**config.mk**
```make
export PLATFORM = sky130hd
export DESIGN_NAME = aes_key_mem_128
export DESIGN_NICKNAME = d
export VERILOG_FILES = /design/src/rtl/aes_key_mem_128.sv
export SDC_FILE = /design/constraint.sdc
export NUM_CORES = 2
export LEC_CHECK = 0
export ABC_CLOCK_PERIOD_IN_PS = 5900
export BUFFER_PORTS_ARGS = -buffer_cell sky130_fd_sc_hd__buf_2
export CAP_MARGIN = 20
export CORE_MARGIN = 3
export CORE_UTILIZATION = 40
export CTS_CLUSTER_DIAMETER = 60
export DETAILED_ROUTE_END_ITERATION = 16
export SLEW_MARGIN = 10
export SYNTH_ARGS = -nofsm -noshare
export SYNTH_HDL_FRONTEND = slang
export SYNTH_SLANG_ARGS = --single-unit
```
**constraint.sdc**
```tcl
create_clock -name clk -period 5.9 [get_ports clk]
set_clock_uncertainty 0.1 [all_clocks]
set_input_delay 0.59 -clock clk [delete_from_list [all_inputs] [get_ports clk]]
set_output_delay 0.59 -clock clk [all_outputs]
set_load 0.02 [all_outputs]
```
**src/rtl/aes_key_mem_128.sv**
```systemverilog
// AES-128 key expansion memory: expands the cipher key into 11 round keys.
// Optional AES_KEY_ZEROIZE_EN clears the key memory when a new expansion starts.
module aes_key_mem_128 (
   input  logic         clk,
   input  logic         reset_n,
   input  logic         init,
   input  logic [127:0] key,
   input  logic [3:0]   round,
   output logic [127:0] round_key,
   output logic         ready,
   output logic [31:0]  sboxw,
   input  logic [31:0]  new_sboxw
);

   typedef enum logic [1:0] {
      IDLE,
      INIT,
      GENERATE,
      DONE
   } state_t;

   state_t       state_q;
   state_t       state_d;
   logic [127:0] key_q;
   logic [127:0] prev_q;
   logic [127:0] next_key;
   logic [127:0] key_mem [0:10];
   logic [3:0]   cnt_q;
   logic [7:0]   rcon_q;
   logic         ready_q;
   logic         start;
   logic         load;
   logic         gen;
   logic         last;
   logic [31:0]  t;
   logic [31:0]  nw0;
   logic [31:0]  nw1;
   logic [31:0]  nw2;
   logic [31:0]  nw3;

   function automatic logic [7:0] xtime(input logic [7:0] b);
      return {b[6:0], 1'b0} ^ (b[7] ? 8'h1b : 8'h00);
   endfunction

   always_ff @(posedge clk or negedge reset_n) begin
      if (!reset_n) state_q <= IDLE;
      else          state_q <= state_d;
   end

   always_comb begin
      state_d = state_q;
      start   = 1'b0;
      load    = 1'b0;
      gen     = 1'b0;
      last    = 1'b0;
      unique case (state_q)
         IDLE: begin
            if (init) begin
               start   = 1'b1;
               state_d = INIT;
            end
         end
         INIT: begin
            load    = 1'b1;
            state_d = GENERATE;
         end
         GENERATE: begin
            gen = 1'b1;
            if (cnt_q == 4'd10) begin
               last    = 1'b1;
               state_d = DONE;
            end
         end
         DONE:    state_d = IDLE;
         default: state_d = IDLE;
      endcase
   end

   // The previous round key lives in prev_q so the S-box path never reads key_mem.
   assign sboxw = {prev_q[23:0], prev_q[31:24]};
   assign t     = new_sboxw ^ {rcon_q, 24'h0};
   assign nw0   = prev_q[127:96] ^ t;
   assign nw1   = prev_q[95:64]  ^ nw0;
   assign nw2   = prev_q[63:32]  ^ nw1;
   assign nw3   = prev_q[31:0]   ^ nw2;
   assign next_key = {nw0, nw1, nw2, nw3};

   always_ff @(posedge clk or negedge reset_n) begin
      if (!reset_n) begin
         key_q   <= '0;
         prev_q  <= '0;
         cnt_q   <= 4'd0;
         rcon_q  <= 8'h01;
         ready_q <= 1'b1;
         for (int i = 0; i < 11; i++) key_mem[i] <= '0;
      end else begin
         if (start) begin
            key_q   <= key;
            ready_q <= 1'b0;
            cnt_q   <= 4'd0;
`ifdef AES_KEY_ZEROIZE_EN
            for (int i = 0; i < 11; i++) key_mem[i] <= '0;
`endif
         end
         if (load) begin
            key_mem[0] <= key_q;
            prev_q     <= key_q;
            cnt_q      <= 4'd1;
            rcon_q     <= 8'h01;
         end
         if (gen) begin
            for (int i = 1; i < 11; i++) begin
               if (cnt_q == 4'(i)) key_mem[i] <= next_key;
            end
            prev_q <= next_key;
            cnt_q  <= cnt_q + 4'd1;
            // Hold 8'h36 after the last round instead of stepping past it.
            if (!last) rcon_q <= xtime(rcon_q);
         end
         if (state_q == DONE) ready_q <= 1'b1;
      end
   end

   assign ready = ready_q;

   always_comb begin
      round_key = '0;
      for (int i = 0; i < 11; i++) begin
         if (round == 4'(i)) round_key = key_mem[i];
      end
   end

endmodule

```
==> results by group <==
Clocking
  • H-Tree Depth: 4
  • Clock-pin slew of the registers on the worst-case setup and hold paths: about 0.06 ns
  • Postcts setup bufs: 0
  • Maximum clock insertion buffer count: 3
  • Insertion delay to the later sink of the worst-skew pair: between 0.8 and 0.9 ns
  • Clock tree sinks: 1679
  • CTS tree: done
  • CTS Buf Count: 187
  • CTS root buf: clkbuf_16

Placement
  • RePlAce Congestion: between 0.8 and 0.9
  • Dpl hpwl: 180500 um
  • PortBufs: between 300 and 400

Setup path
  • Critical path class: input pin to output pin
  • Startpoint types: input pin
  • Worst-path fanout max: 29
  • CP startpoint: round[2]
  • R2r startpoint: state_q[0]$_DFFE_PN0P_
  • CP endpoint kind: output pin
  • Crit path DAT: approximately 4.0 ns
  • Critical Path RT: 5.21 ns

Min path
  • Min-delay worst type: input pin to flip-flop
  • HP Start: new_sboxw[21]

STA
  • Max_slew headroom: 21.83%
  • Period minus WS final: approximately 4.7 ns
  • Period utilization: between 80% and 90%
  • Setup tns final: 0 ns
  • RSZ-0062 raised after global routing: no
  • Final Max Tran Viols: 0
  • Final count of negative-setup-slack endpoints: 0
  • Fmax: 211.7 MHz
  • Slew @ Worst Pin: 1.172 ns
  • Final count of hold timing violations: 0

Route
  • WL met2: 130400 um
  • Final WL: 286600 um
  • DR WL met3: around 22000 um
  • Avg WL per Cell: roughly 27 um
  • Drt initial violations: 6232
  • M1 WL: about 120000 um
  • Via count: 62.07k
  • Max layer used: met5
  • DRT antenna net count: 0
  • DR pass1 iterations: 6
  • DR DRC count: 0
  • Vias per inst: roughly 5.8

Floorplan
  • Initial core utilization: slightly above 40%
  • DIE AREA: 197300 um^2
  • I/O pins: around 330
  • Die width: approximately 440 um
  • Core Area: roughly 190000 um^2
  • Row count: 160
  • Die Y: between 400 and 500 um

Finish
  • Layout cells sized above 1: between 10% and 20%
  • Fin nets: about 8.2k
  • Most common cell after layout, fill and taps aside: dfrtp_1
  • Most frequent cells in the layout: dfrtp_1, nand2_1, o21ai_0
  • Fill cell count: around 18k
  • Layout area overhead: 15.59%
  • Area occupied by multi-input gates: approximately 32000 um^2
  • FF/Latch Area: between 40000 and 50000 um^2

Global routing
  • Largest net degree at the start of global routing: ~190
  • First-pass GRT wire length: roughly 420000 um
  • Antenna violations before repair: 14
  • Vias in the first global route: about 60k
  • Gr usage total: between 20 and 30%
  • Overflow left after global routing: 0

Logic synthesis
  • Sequential share of the synthesized area: 54.72%
  • Area of the mapped netlist: 76780 um^2
  • Synth Flop Type: dfrtp_1
  • Seq cells post-synth: 1679
  • Number of synthesized flops with an enable pin: 0
  • Synth cell types: between 50 and 60
  • Synth warnings: 0
  • Post-Synthesis Cells: ~7.9k
  • Ys async rst share: 100.0%
  • Post-synthesis net count: 8125
  • Mean post-synth cell area: just under 10 um^2

Run status
  • Status: completed

Power
  • PwrDens: just over 600 nW/um^2
  • Worst vdd rail ir drop: slightly below 0.0006 V
  • Pwr Total: around 55 mW
  • Leakage power: 40.04 nW

Job
  • Maxcap violations: 0
==> path summary, 6_finish.rpt <==
check / end / slack [ns] / cells past startpoint
min in group asynchronous: key_mem[457]$_DFFE_PN0P_ / 0.30 / 2
worst min-delay path: prev_q[117]$_DFFE_PN0P_ / 0.04 / 4
worst max-delay path: round_key[93] / 1.18 / 9
max in group asynchronous: key_mem[620]$_DFFE_PN0P_ / 3.77 / 3
worst min register to register: key_mem[527]$_DFFE_PN0P_ / 0.38 / 2
worst max register to register: prev_q[51]$_DFFE_PN0P_ / 1.95 / 7
==> Yosys cell counts (16+ instances only) <==
cell type | count | area (um^2)
o21ai_0 | 1391 | 6962
o21ai_1 | 79 | 395.4
xnor2_2 | 32 | 520.5
nand2_1 | 1536 | 5766
a211oi_1 | 85 | 638.1
o2bb2ai_1 | 102 | 893.4
nand2b_1 | 16 | 100.1
mux2_2 | 289 | 3254
clkbuf_1 | 580 | 2177
a21oi_1 | 321 | 1607
xnor2_1 | 35 | 306.5
o211ai_1 | 88 | 660.6
dfrtp_1 | 1677 | 41970
xor2_2 | 74 | 1204
buf_1 | 47 | 176.4
a21boi_0 | 59 | 442.9
a22oi_1 | 102 | 765.7
buf_2 | 84 | 420.4
nor2_1 | 498 | 1869
buf_4 | 49 | 367.9
o22ai_1 | 331 | 2071
a221oi_1 | 29 | 254.0
nand3_1 | 48 | 240.2
mux2i_1 | 237 | 2372
==> state kept, by name (all words and copies together) (netlist names) <==
signal / count
prev_q: 128
key_q: 128
rcon_q: 8
key_mem: 1408
cnt_q: 4
state_q: 2
ready: 1
==> routing by layer <==
layer,vias to the layer above,track usage (%)
met3,653,4.874
met2,2553,45.30
met4,4,15.93
met5,-,0
met1,31070,37.92
li1,27800,-
==> cells by family after synthesis <==
family	synth area share, %
buf+inv	4.243
fa+ha+maj	0.1467
mux	7.328
simple gates	10.76
compound gates	19.95
xor+xnor	2.852
flops	54.72
==> metrics by stage <==
stage / setup WS (ns) / util [%] / instance area (um^2) / hold slack, ns / std cells
finish: 1.177 / 46.62 / 88750 / 0.03787 / 10740
global placement: 1.349 / 42.42 / 80760 / 0.3545 / 10240
floorplan: 2.967 / - / 76780 / 0.1944 / 7949
CTS: 1.244 / 46.60 / 88710 / 0.0003790 / 10730
detailed placement: 1.248 / 42.44 / 80790 / 0.3648 / 10250
global route: 1.248 / 46.61 / 88740 / 0.05438 / 10730
==> worst max-delay path: stages <==
cell and delay (ns):
buf_2 0.83, buf_4 0.40, nor2b_2 0.07, buf_4 0.24, nand2_4 0.46, buf_4 0.45, o22ai_1 0.12, a21oi_1 0.52
buf_2 0.28
==> final cells by class <==
| cell class | instances | share of cell area [%] |
|---|---|---|
| sequential | 1679 | 47.34 |
| multi-input combinational | 5489 | 35.82 |
| clock buffer | 278 | 6.400 |
| timing repair buffer | 700 | 5.925 |
| tap | 2511 | 3.540 |
| clock inverter | 61 | 0.8881 |
| inverter | 16 | 0.07049 |
| antenna | 4 | 0.01128 |
==> what timing repair did <==
| item | CTS | global route |
|---|---|---|
| hold endpoints to repair | 240 | 0 |
| hold buffers | 145 | 0 |
| gates resized for setup | 0 | 0 |
==> power by group <==
group	internal, mW	leakage [nW]	switching (mW)
clock	7.34	3.21	4.94
sequential	17.0	18.2	4.08
combinational	7.18	18.6	14.8
total	31.5	40.0	23.8
Power figures use the tool's default switching activity.
